--- src/rtl/mem_arbiter_pkg.sv ---
// Shared definitions for the instruction/data memory arbiter.
//   arb_state_e        : arbiter FSM state encoding
//   DEF_MAX_DM_STREAK  : default data grants allowed while a fetch is waiting
//   DEF_TIMEOUT        : default access cycles before an access is aborted
package mem_arbiter_pkg;

  typedef enum logic [1:0] {
    ST_IDLE   = 2'd0,
    ST_IF_ACC = 2'd1,
    ST_DM_ACC = 2'd2
  } arb_state_e;

  localparam int unsigned DEF_MAX_DM_STREAK = 3;
  localparam int unsigned DEF_TIMEOUT       = 15;

endpackage

--- src/rtl/mem_arbiter.sv ---
// Arbitrates a single-ported memory between an instruction-fetch port and a
// data port. Data has priority unless a fetch has waited MAX_DM_STREAK data
// grants. Accesses that see no mem_ack within TIMEOUT cycles are aborted and
// flag a sticky bus error.
// Ports:
//   clk, rst_n                 : clock, synchronous active-low reset
//   if_req/if_addr/if_flush    : fetch request, address, branch flush
//   if_ready/if_rdata          : fetch completion pulse and read data
//   dm_req/dm_we/dm_addr/dm_wdata : data request
//   dm_ready/dm_rdata          : data completion pulse and load data
//   mem_en/mem_we/mem_addr/mem_wdata : memory request (registered)
//   mem_rdata/mem_ack          : memory response
//   stall_if                   : combinational fetch stall
//   bus_err                    : sticky timeout flag
module mem_arbiter
  import mem_arbiter_pkg::*;
#(
  parameter int unsigned MAX_DM_STREAK = DEF_MAX_DM_STREAK,
  parameter int unsigned TIMEOUT       = DEF_TIMEOUT
) (
  input  logic        clk,
  input  logic        rst_n,
  input  logic        if_req,
  input  logic [31:0] if_addr,
  input  logic        if_flush,
  output logic        if_ready,
  output logic [31:0] if_rdata,
  input  logic        dm_req,
  input  logic        dm_we,
  input  logic [31:0] dm_addr,
  input  logic [31:0] dm_wdata,
  output logic        dm_ready,
  output logic [31:0] dm_rdata,
  output logic        mem_en,
  output logic        mem_we,
  output logic [31:0] mem_addr,
  output logic [31:0] mem_wdata,
  input  logic [31:0] mem_rdata,
  input  logic        mem_ack,
  output logic        stall_if,
  output logic        bus_err
);

  localparam int unsigned STREAK_W = $clog2(MAX_DM_STREAK + 1);
  localparam int unsigned TMO_W    = $clog2(TIMEOUT + 1);

  arb_state_e          state;
  logic [STREAK_W-1:0] streak;
  logic [TMO_W-1:0]    tmo;
  logic                discard;

  logic                if_req_m;
  logic                dm_req_m;
  logic                streak_max;
  logic                grant_if;
  logic                grant_dm;
  logic [TMO_W-1:0]    tmo_next;
  logic                tmo_hit;
  logic                discard_now;

  // Arbitration: a port in its ready cycle is masked so it is not re-granted.
  always_comb begin
    if_req_m    = if_req & ~if_ready;
    dm_req_m    = dm_req & ~dm_ready;
    streak_max  = (streak == STREAK_W'(MAX_DM_STREAK));
    grant_if    = (state == ST_IDLE) & if_req_m & ~if_flush & (~dm_req_m | streak_max);
    grant_dm    = (state == ST_IDLE) & dm_req_m & ~grant_if;
    tmo_next    = TMO_W'(tmo + TMO_W'(1));
    tmo_hit     = ~mem_ack & (tmo_next == TMO_W'(TIMEOUT));
    // A flush arriving in the completion cycle still kills the fetch.
    discard_now = discard | if_flush;
    stall_if    = if_req & ~if_ready & ~if_flush;
  end

  // FSM, counters and all registered outputs.
  always_ff @(posedge clk) begin
    if (!rst_n) begin
      state     <= ST_IDLE;
      streak    <= '0;
      tmo       <= '0;
      discard   <= 1'b0;
      mem_en    <= 1'b0;
      mem_we    <= 1'b0;
      mem_addr  <= '0;
      mem_wdata <= '0;
      if_ready  <= 1'b0;
      if_rdata  <= '0;
      dm_ready  <= 1'b0;
      dm_rdata  <= '0;
      bus_err   <= 1'b0;
    end else begin
      if_ready <= 1'b0;
      dm_ready <= 1'b0;

      // Streak counts data grants that overtook a waiting fetch.
      if (!if_req || grant_if) begin
        streak <= '0;
      end else if (grant_dm && !streak_max) begin
        streak <= STREAK_W'(streak + STREAK_W'(1));
      end

      case (state)
        ST_IDLE: begin
          discard <= 1'b0;
          if (grant_if) begin
            state    <= ST_IF_ACC;
            tmo      <= '0;
            mem_en   <= 1'b1;
            mem_we   <= 1'b0;
            mem_addr <= if_addr;
          end else if (grant_dm) begin
            state     <= ST_DM_ACC;
            tmo       <= '0;
            mem_en    <= 1'b1;
            mem_we    <= dm_we;
            mem_addr  <= dm_addr;
            mem_wdata <= dm_wdata;
          end
        end

        ST_IF_ACC: begin
          if (if_flush) discard <= 1'b1;
          if (mem_ack || tmo_hit) begin
            state   <= ST_IDLE;
            mem_en  <= 1'b0;
            mem_we  <= 1'b0;
            discard <= 1'b0;
            if (tmo_hit) bus_err <= 1'b1;
            if (!discard_now) begin
              if_ready <= 1'b1;
              if_rdata <= mem_ack ? mem_rdata : 32'h0;
            end
          end else begin
            tmo <= tmo_next;
          end
        end

        ST_DM_ACC: begin
          if (mem_ack || tmo_hit) begin
            state    <= ST_IDLE;
            mem_en   <= 1'b0;
            mem_we   <= 1'b0;
            dm_ready <= 1'b1;
            if (tmo_hit) bus_err <= 1'b1;
            if (!mem_we) dm_rdata <= mem_ack ? mem_rdata : 32'h0;
          end else begin
            tmo <= tmo_next;
          end
        end

        default: state <= ST_IDLE;
      endcase
    end
  end

endmodule

--- config.mk ---
export PLATFORM = sky130hd
export DESIGN_NAME = mem_arbiter
export DESIGN_NICKNAME = d
export VERILOG_FILES = /design/src/rtl/mem_arbiter_pkg.sv /design/src/rtl/mem_arbiter.sv
export SDC_FILE = /design/constraint.sdc
export NUM_CORES = 1
export LEC_CHECK = 0
export CAP_MARGIN = 20
export CORE_ASPECT_RATIO = 1.25
export CORE_UTILIZATION = 36
export DETAILED_ROUTE_END_ITERATION = 8
export DONT_BUFFER_PORTS = 1
export MAX_ROUTING_LAYER = met4
export PLACE_DENSITY = 0.58
export SLEW_MARGIN = 5
export SYNTH_ARGS = -nofsm -noshare
export SYNTH_HDL_FRONTEND = slang
export SYNTH_SLANG_ARGS = --single-unit
--- constraint.sdc ---
create_clock -name clk -period 3.5 [get_ports clk]
set_clock_uncertainty 0.15 [all_clocks]
set_input_delay 0.7 -clock clk [delete_from_list [all_inputs] [get_ports clk]]
set_output_delay 0.7 -clock clk [all_outputs]
set_load 0.02 [all_outputs]
* Yosys cells after proc, flatten, opt, wreduce, memory -nomap -nowiden
Cells that the tools add are included.
** Storage, ports and cells
- Flip-flop bits (word level) :: 142
- Input port bits :: 135
- Logic and storage cells :: 88
- Output and inout port bits :: 134
** Cells by class
- Equal/unequal tests :: 8
- Multiplexer cells :: 23
- $add $sub $neg :: 2
- Bitwise operators :: 20
- Reduce and logical (&&, ||, !) cells :: 22
** Operators with widths (number)
- 32-bit two-way mux :: 3
- 3-bit AND reduction :: 7
- 4-bit two-way mux :: 3
- 1-bit AND :: 9
- 1-bit two-way mux :: 9
- 1-bit inverter :: 9
- 4-bit one-hot mux with 2 select lines :: 1
- 2-bit AND reduction :: 4
- 2-bit two-way mux :: 3
- 3-bit != test (second input constant) :: 2
- 1-bit one-hot mux with 2 select lines :: 3
- 2-bit nonzero test :: 3
- 4-bit by 1-bit adder with 4-bit output (second input constant) :: 1
- 2-bit equality test (second input constant) :: 2
- 4-bit equality test (second input constant) :: 1
- 2-bit one-hot mux with 2 select lines :: 1
- 2-bit OR reduction :: 2
- 2-bit by 1-bit adder with 2-bit output (second input constant) :: 1
- 2-bit by 1-bit equality test with 1-bit output (second input constant) :: 1
- 1-bit logical NOT :: 2
- 2-bit logical NOT :: 1
- 1-bit logical OR :: 2
- 2-bit by 1-bit != test with 1-bit output (second input constant) :: 1
- 2-bit != test (second input constant) :: 1
- other kinds (2) :: 3

* Logic depth before layout (Yosys ltp)
Gate-level depths: netlist of run 1.
- Word-level depth :: 10
- Gate-level depth with buffers :: 8
- Depth with buffers taken out :: 7

* Worst setup path after synthesis of run 1
OpenSTA, ideal clock, no wires.
- Path kind :: input -> register
- Start :: in if_flush
- End :: reg mem_addr[0]
- Setup time :: 0.116 ns
- Slack :: 1.291 ns
- Data required time :: 3.234 ns
- Data arrival time :: 1.943 ns
- Path buffers :: 2
- Stages :: 8
- Cells stage by stage :: or3b_4 clkinv_2 o211ai_2 buf_6 buf_8 mux2i_1 nand2_1 o211a_1
** On the way
- Word-level cells in the longest chain between the ends :: 7
- Elaborated cells between the ends (all ways) :: 8
- Those cells by class :: 1 x mux; 5 x bitwise; 2 x reduce/logical
** RTL lines
- start, declared :: line mem_arbiter.sv:25 : input logic if_flush,
- 1-bit inverter (*) :: line mem_arbiter.sv:66 : grant_if = (state == ST_IDLE) & if_req_m & ~if_flush & (~dm_req_m | streak_max);
- 1-bit AND (*) (2 in a row) :: line mem_arbiter.sv:66
- 1-bit inverter (no source line)
- 1-bit AND :: line mem_arbiter.sv:67 : grant_dm = (state == ST_IDLE) & dm_req_m & ~grant_if;
- 2-bit nonzero test (no source line)
- 2-bit AND reduction (no source line)
- end signal, assigned :: line mem_arbiter.sv:110 : mem_addr <= if_addr;
- end signal, assigned :: line mem_arbiter.sv:116 : mem_addr <= dm_addr;
- end, declared :: line mem_arbiter.sv:36 : output logic [31:0] mem_addr,
Every way passes the cells marked *; elsewhere a longest branch is shown, timed or not.
A chain may end at the register's enable or synchronous reset.

* Worst setup path in the final report of run 1
- Start :: reg tmo[0]
- End :: reg dm_rdata[14]
** On the way
- Word-level cells in the longest chain between the ends :: 5
** RTL lines
- start, declared :: line mem_arbiter.sv:49 : logic [TMO_W-1:0] tmo;
- start signal, assigned :: line mem_arbiter.sv:134 : tmo <= tmo_next;
- start signal, assigned :: line mem_arbiter.sv:147 : tmo <= tmo_next;
- 4-bit by 1-bit adder with 4-bit output :: line mem_arbiter.sv:68 : tmo_next = TMO_W'(tmo + TMO_W'(1));
- 4-bit equality test :: line mem_arbiter.sv:69 : tmo_hit = ~mem_ack & (tmo_next == TMO_W'(TIMEOUT));
- 1-bit AND :: line mem_arbiter.sv:69
- 1-bit logical OR :: line mem_arbiter.sv:139 : if (mem_ack || tmo_hit) begin
- 3-bit AND reduction (no source line)
- end signal, assigned :: line mem_arbiter.sv:145 : if (!mem_we) dm_rdata <= mem_ack ? mem_rdata : 32'h0;
- end, declared :: line mem_arbiter.sv:33 : output logic [31:0] dm_rdata,
No other way between the ends.

==> results.sh, run 1 <==
export IMPL_overflow=0
export IMPL_num_antenna_cells=0
export IMPL_die_w_um=115
export IMPL_critPathBufInv=2
export IMPL_slew_headroom=0.597
export IMPL_hold_path_end="if_rdata[17]$_SDFFE_PN0P_"
export IMPL_reg2reg_slack_ns=1.08
export IMPL_antenna_found_initial=0
export IMPL_period_share=0.690
export IMPL_power_density_mw_per_mm2=645
export IMPL_yosysSeqAreaShare=0.497
export IMPL_drt_iter0_drc=273
export IMPL_reg2reg_to="dm_rdata[14]$_SDFFE_PN0P_"
export IMPL_clock_path_buffers=2
export IMPL_switchingPower_mw=1.11
export IMPL_die_h_um=143
export IMPL_dp_cells=771
export IMPL_drc=0
export IMPL_swShare=0.264
export IMPL_rsz0062_at_grt="no"
export IMPL_io_pins=269
export IMPL_grt_pass1_wl_mm=20.6
export IMPL_area_growth_syn_to_layout_pct=13.4
export IMPL_ir_drop_uv=332
export IMPL_max_cap_viol_count=0
export IMPL_fmax_mhz=414
export IMPL_synth_top_cell_area_share=0.497
export IMPL_ys_warnings_count=0
export IMPL_endpoint_kind="flop"
export IMPL_place_gp_congestion=0.809
export IMPL_r2r_start="tmo[0]$_SDFFE_PN0P_"
export IMPL_hold_class="in -> reg"
export IMPL_htreeDepth=4
export IMPL_grt_pass1_vias=4127
export IMPL_synthArstFlopShare=0
export IMPL_hp_start="mem_rdata[17]"
export IMPL_avgSynthCellArea_um2=9.60
export IMPL_synth_nets=738
export IMPL_crit_chain="inv_1 > ha_1 > nor3b_2 > a21oi_1 > o21a_1 > buf_4 > o21ai_0 > a21boi_0"
export IMPL_ys_seq_elements=142
export IMPL_intPower_mw=3.08
export IMPL_ant_nets=0
export IMPL_worstPathMaxFanout=32
export IMPL_die_area_mm2=0.0164
export IMPL_syn_area_mm2=0.00572
export IMPL_cts_root_buffer="clkbuf_16"
export IMPL_synthCells=596
export IMPL_initial_core_util=0.368
export IMPL_nets=721
export IMPL_finalCriticalPeriod_ns=2.42
export IMPL_worst_slack_ns=1.08
export IMPL_slowest_stage="o21a_1"
export IMPL_setup_tns_ns=0
export IMPL_reg2regPathDepth=8
export IMPL_synth_edf_count=0
export IMPL_cp_start_kind="flop"
export IMPL_grt_max_degree=117
export IMPL_cts_resized=0
export IMPL_routed_wl_mm=14.0
export IMPL_worstPathRequired_ns=3.69
export IMPL_cp_top_family="compound AO/OA/AOI/OAI gates"
export IMPL_dp_hpwl_mm=9.77
export IMPL_post_cts_setup_buffers=0
export IMPL_synthTopCellsByArea="dfxtp_1 50%, nand2_1 9.2%, a21boi_0 8.8%"
export IMPL_holdPathStages=1
export IMPL_vias=4258
export IMPL_cts_inserted_buffers=17
export IMPL_worstSkewPairLatency_ns=0.42
export IMPL_port_buffers=0
export IMPL_cts_sinks=142
export IMPL_leakagePower_nw=2.83
export IMPL_rows=51
export IMPL_power_total_mw=4.19
export IMPL_critPathKind="reg -> reg"
export IMPL_first_pass_iters=4
export IMPL_final_hold_viol_count=0
export IMPL_yosysTopAreaCell="dfxtp_1"
export IMPL_yosys_cell_types_count=47
export IMPL_track_usage=0.169
export IMPL_arrival_ns=2.60
export IMPL_max_stage_delay_ns=0.42
export IMPL_p_comb_frac=0.081
export IMPL_status="finished clean"
export IMPL_wl_per_cell_um=17.4
export IMPL_worstMarginPinSlew_ns=0.605
export IMPL_cts_tree="done"
export IMPL_synth_ff_type="dfxtp_1"
export IMPL_clkTransAtPathRegs_ns=0.06
export IMPL_stdcell_count=804
export IMPL_layout_drive_gt1_share=0.0861
export IMPL_setup_violations_final=0
export IMPL_report_final_slew_viol_count=0
export IMPL_p_clk_frac=0.460
export IMPL_postCtsHoldBufs=0
export IMPL_core_mm2=0.0156
export IMPL_dpl_worst_slack_ns=0.540
export IMPL_pwr_share_seq=0.459
export IMPL_viasPerCell=5.30
sequential cells by signal, indices dropped and copies added (netlist names):
register	cells
bus_err	1
discard	1
dm_rdata	32
dm_ready	1
if_rdata	32
if_ready	1
mem_addr	32
mem_en	1
mem_wdata	32
mem_we	1
state	2
streak	2
tmo	4
cell families (layout without fill, tap and decap cells):
group	Yosys count	after routing	share of synthesized area
muxes	33	33	0.0577
DFF	142	142	0.497
xor gates and xnor gates	1	1	0.00153
buffers and inverters	53	49	0.0487
AOI/OAI and AO/OA	191	191	0.257
and+or+nand+nor	169	169	0.123
adders and majority gates	7	7	0.0153
cells in the final DEF (no fill, tap or decap), drive strengths merged, types with 3 or more instances in the layout:
master / instances
a21boi: 68
nor2b: 3
inv: 8
mux2i: 33
o211a: 32
o21a: 3
nand2: 141
o21ai: 37
a21oi: 5
bufinv: 4
clkbuf: 20
buf: 10
nand3: 3
a22o: 32
clkinv: 5
dfxtp: 142
ha: 7
nor2: 7
power groups by stage:
stage,Combinational (mW),Clock [mW],Sequential (mW)
floorplan,0.299,0,1.93
global placement,0.322,0,1.96
detailed placement,0.339,0,1.96
CTS,0.340,1.97,1.92
global route,0.384,2.05,1.93
finish,0.340,1.92,1.92
worst register-to-register path, cell delays in order, from the launching register on:
cell and delay, ns:
dfxtp_1 0.40, inv_1 0.08, ha_1 0.21, nor3b_2 0.17, a21oi_1 0.19, o21a_1 0.42
buf_4 0.38, o21ai_0 0.14, a21boi_0 0.18
worst max-delay path by stage:
stage,start,end,cells past startpoint
2_1_floorplan,if_flush,mem_addr[0]$_SDFFE_PN0P_,8
3_3_place_gp,dm_req,mem_addr[31]$_SDFFE_PN0P_,6
3_5_place_dp,dm_req,mem_addr[30]$_SDFFE_PN0P_,6
4_1_cts,dm_ready$_SDFF_PN0_,mem_addr[28]$_SDFFE_PN0P_,6
5_1_grt,tmo[1]$_SDFFE_PN0P_,dm_rdata[18]$_SDFFE_PN0P_,7
6_report,tmo[0]$_SDFFE_PN0P_,dm_rdata[14]$_SDFFE_PN0P_,8
final cells by class:
cell class / instances / area (um2)
Multi-Input combinational cell: 401 / 2630
Tap cell: 212 / 265
Clock buffer: 20 / 447
Fill cell: 1536 / 9080
Clock inverter: 12 / 184
Sequential cell: 142 / 2840
Timing Repair Buffer: 10 / 95.1
Inverter: 7 / 27.5
layer usage:
layer	up-vias	wire length, um	track usage
li1	2057	-	-
met1	1986	5500	0.169
met2	199	6880	0.289
met3	16	1370	0.0692
met4	0	255	0.0745
met5	-	0	-
per-stage QoR:
| step | cell area, um2 | util | hold WS [ns] |
|---|---|---|---|
| 4_1_cts | 6460 | 0.415 | 0.234 |
| 5_1_grt | 6490 | 0.417 | 0.234 |
| 6_report | 6490 | 0.417 | 0.260 |
| 2_1_floorplan | 5720 | - | 0.305 |
| 3_3_place_gp | 5830 | 0.375 | 0.319 |
| 3_5_place_dp | 5830 | 0.375 | 0.326 |
Yosys cell counts, types with 2 or more instances:
cell,count
a21boi_0,67
a21oi_1,5
a22o_1,32
a31o_2,2
and3_1,2
buf_12,2
buf_2,13
buf_4,3
clkbuf_1,26
dfxtp_1,142
ha_1,7
inv_1,6
mux2i_1,33
nand2_1,141
nand2b_1,2
nand3_1,3
nand4_1,2
nor2_1,7
nor2b_1,3
o211a_1,32
o21a_1,3
o21ai_0,37
o22ai_1,2
(Power assumes the default switching activity.)
==> run 2, diff against run 1 <==
==> constraint.sdc (replaced) <==
create_clock -name clk -period 2.3 [get_ports clk]
set_clock_uncertainty 0.15 [all_clocks]
set_input_delay 0.46 -clock clk [delete_from_list [all_inputs] [get_ports clk]]
set_output_delay 0.46 -clock clk [all_outputs]
set_load 0.02 [all_outputs]
==> results.sh, run 2 (same netlist as run 1, synthesis figures left out) <==
export IMPL_finalCriticalPeriod_ns=2.14
export IMPL_wl_per_cell_um=17.6
export IMPL_final_common_cell="dfxtp_1"
export IMPL_worstPathMaxFanout=5
export IMPL_r2r_start="tmo[1]$_SDFFE_PN0P_"
export IMPL_endpoint_kind="primary output"
export IMPL_ant_nets=0
export IMPL_clock_path_buffers=2
export IMPL_core_mm2=0.0156
export IMPL_slew_headroom=0.606
export IMPL_cts_root_buffer="clkbuf_16"
export IMPL_drc=0
export IMPL_power_density_mw_per_mm2=955
export IMPL_report_final_slew_viol_count=0
export IMPL_area_growth_syn_to_layout_pct=14.4
export IMPL_cts_inserted_buffers=17
export IMPL_drt_iter0_drc=182
export IMPL_slowest_stage="or3b_4"
export IMPL_die_w_um=115
export IMPL_die_area_mm2=0.0164
export IMPL_io_pins=269
export IMPL_reg2regPathDepth=7
export IMPL_die_h_um=143
export IMPL_leakagePower_nw=2.86
export IMPL_fmax_mhz=467
export IMPL_htreeDepth=4
export IMPL_hp_start="mem_rdata[19]"
export IMPL_track_usage=0.172
export IMPL_worstPathRequired_ns=1.69
export IMPL_period_share=0.931
export IMPL_ir_drop_uv=528
export IMPL_grt_pass1_vias=4192
export IMPL_place_gp_congestion=0.784
export IMPL_vias=4264
export IMPL_num_antenna_cells=0
export IMPL_initial_core_util=0.368
export IMPL_stdcell_count=808
export IMPL_multi_input_area_mm2=0.00264
export IMPL_max_cap_viol_count=0
export IMPL_cp_start_kind="flop"
export IMPL_dp_cells=776
export IMPL_port_buffers=0
export IMPL_dp_hpwl_mm=9.98
export IMPL_antenna_found_initial=0
export IMPL_rsz0062_at_grt="no"
export IMPL_final_cell_mix="142 x dfxtp_1, 141 x nand2_1, 66 x a21boi_0"
export IMPL_hold_path_end="if_rdata[19]$_SDFFE_PN0P_"
export IMPL_routed_wl_mm=14.2
export IMPL_seqCellArea_mm2=0.00284
export IMPL_cp_top_family="simple AND/OR/NAND/NOR gates"
export IMPL_n_fill_cell=1573
export IMPL_setup_violations_final=0
export IMPL_post_cts_setup_buffers=0
export IMPL_grt_pass1_wl_mm=21.1
export IMPL_rows=51
export IMPL_holdPathStages=1
export IMPL_status="finished clean"
export IMPL_worstMarginPinSlew_ns=0.589
export IMPL_clkTransAtPathRegs_ns=0.06
export IMPL_layout_drive_gt1_share=0.0923
export IMPL_overflow=0
export IMPL_reg2reg_slack_ns=0.16
export IMPL_crit_chain="or3b_4 > clkinv_2 > buf_4"
export IMPL_grt_max_degree=117
export IMPL_critPathKind="reg -> out"
export IMPL_first_pass_iters=4
export IMPL_critPathBufInv=2
export IMPL_nets=726
export IMPL_reg2reg_to="if_rdata[25]$_SDFFE_PN0P_"
export IMPL_cts_sinks=142
export IMPL_arrival_ns=1.53
export IMPL_max_stage_delay_ns=0.47
export IMPL_final_hold_viol_count=0
export IMPL_setup_tns_ns=0
export IMPL_cts_tree="done"
export IMPL_viasPerCell=5.28
export IMPL_worstSkewPairLatency_ns=0.41
export IMPL_hold_class="in -> reg"
## run 2: cell count changes in the layout (fill, tap and decap cells not counted), moves of 2 or more
cell	change
buf_12	+4
buf_6	+2
clkinv_2	+2
clkinv_4	-2
## run 2: worst max path at each step
stage	start	to	slack, ns	cells past startpoint
2_1_floorplan	if_flush	mem_addr[0]$_SDFFE_PN0P_	0.33	8
3_3_place_gp	state[0]$_SDFFE_PN0P_	tmo[2]$_SDFFE_PN0P_	0.13	7
3_5_place_dp	state[0]$_SDFFE_PN0P_	tmo[2]$_SDFFE_PN0P_	0.07	7
4_1_cts	state[0]$_SDFFE_PN0P_	tmo[2]$_SDFFE_PN0P_	0.05	7
5_1_grt	streak[0]$_SDFFE_PP0P_	mem_addr[6]$_SDFFE_PN0P_	0.02	6
6_report	if_ready$_SDFF_PN0_	stall_if	0.16	3
## run 2: repair_timing
item,CTS,global route
hold endpoints to repair,0,1
hold buffers,0,1
setup endpoints to repair,0,31
gates resized for setup,0,5
## run 2: final cells by class
| cell class | instances | share of cell area |
|---|---|---|
| clock buffers | 21 | 0.0703 |
| clock inverters | 10 | 0.0210 |
| inverters | 7 | 0.00420 |
| multi-input cells | 401 | 0.404 |
| flip-flops and latches | 142 | 0.434 |
| well taps | 212 | 0.0405 |
| repair buffers | 15 | 0.0264 |
## run 2: layer usage
layer / track usage / wire length [um] / vias up
li1: - / - / 2069
met1: 0.171 / 5370 / 1980
met2: 0.292 / 7050 / 200
met3: 0.0781 / 1530 / 15
met4: 0.0684 / 235 / 0
met5: - / 0 / -
## run 2: report_power, final
| part | switching [mW] | total, mW | leakage [nW] | internal [mW] |
|---|---|---|---|---|
| sequential | 0.303 | 2.92 | 1.16 | 2.62 |
| combinational | 0.311 | 0.554 | 1.41 | 0.243 |
| clock | 1.02 | 2.77 | 0.289 | 1.76 |
## run 2: stage by stage
step	hold slack (ns)	total power [mW]	utilization	setup WS [ns]	area, um2
2_1_floorplan	0.305	3.39	-	0.331	5720
3_3_place_gp	0.321	3.50	0.380	0.134	5920
3_5_place_dp	0.322	3.53	0.380	0.0695	5920
4_1_cts	0.00133	6.33	0.419	0.0463	6520
5_1_grt	0.00126	6.55	0.421	0.0238	6550
6_report	0.0258	6.25	0.421	0.158	6550
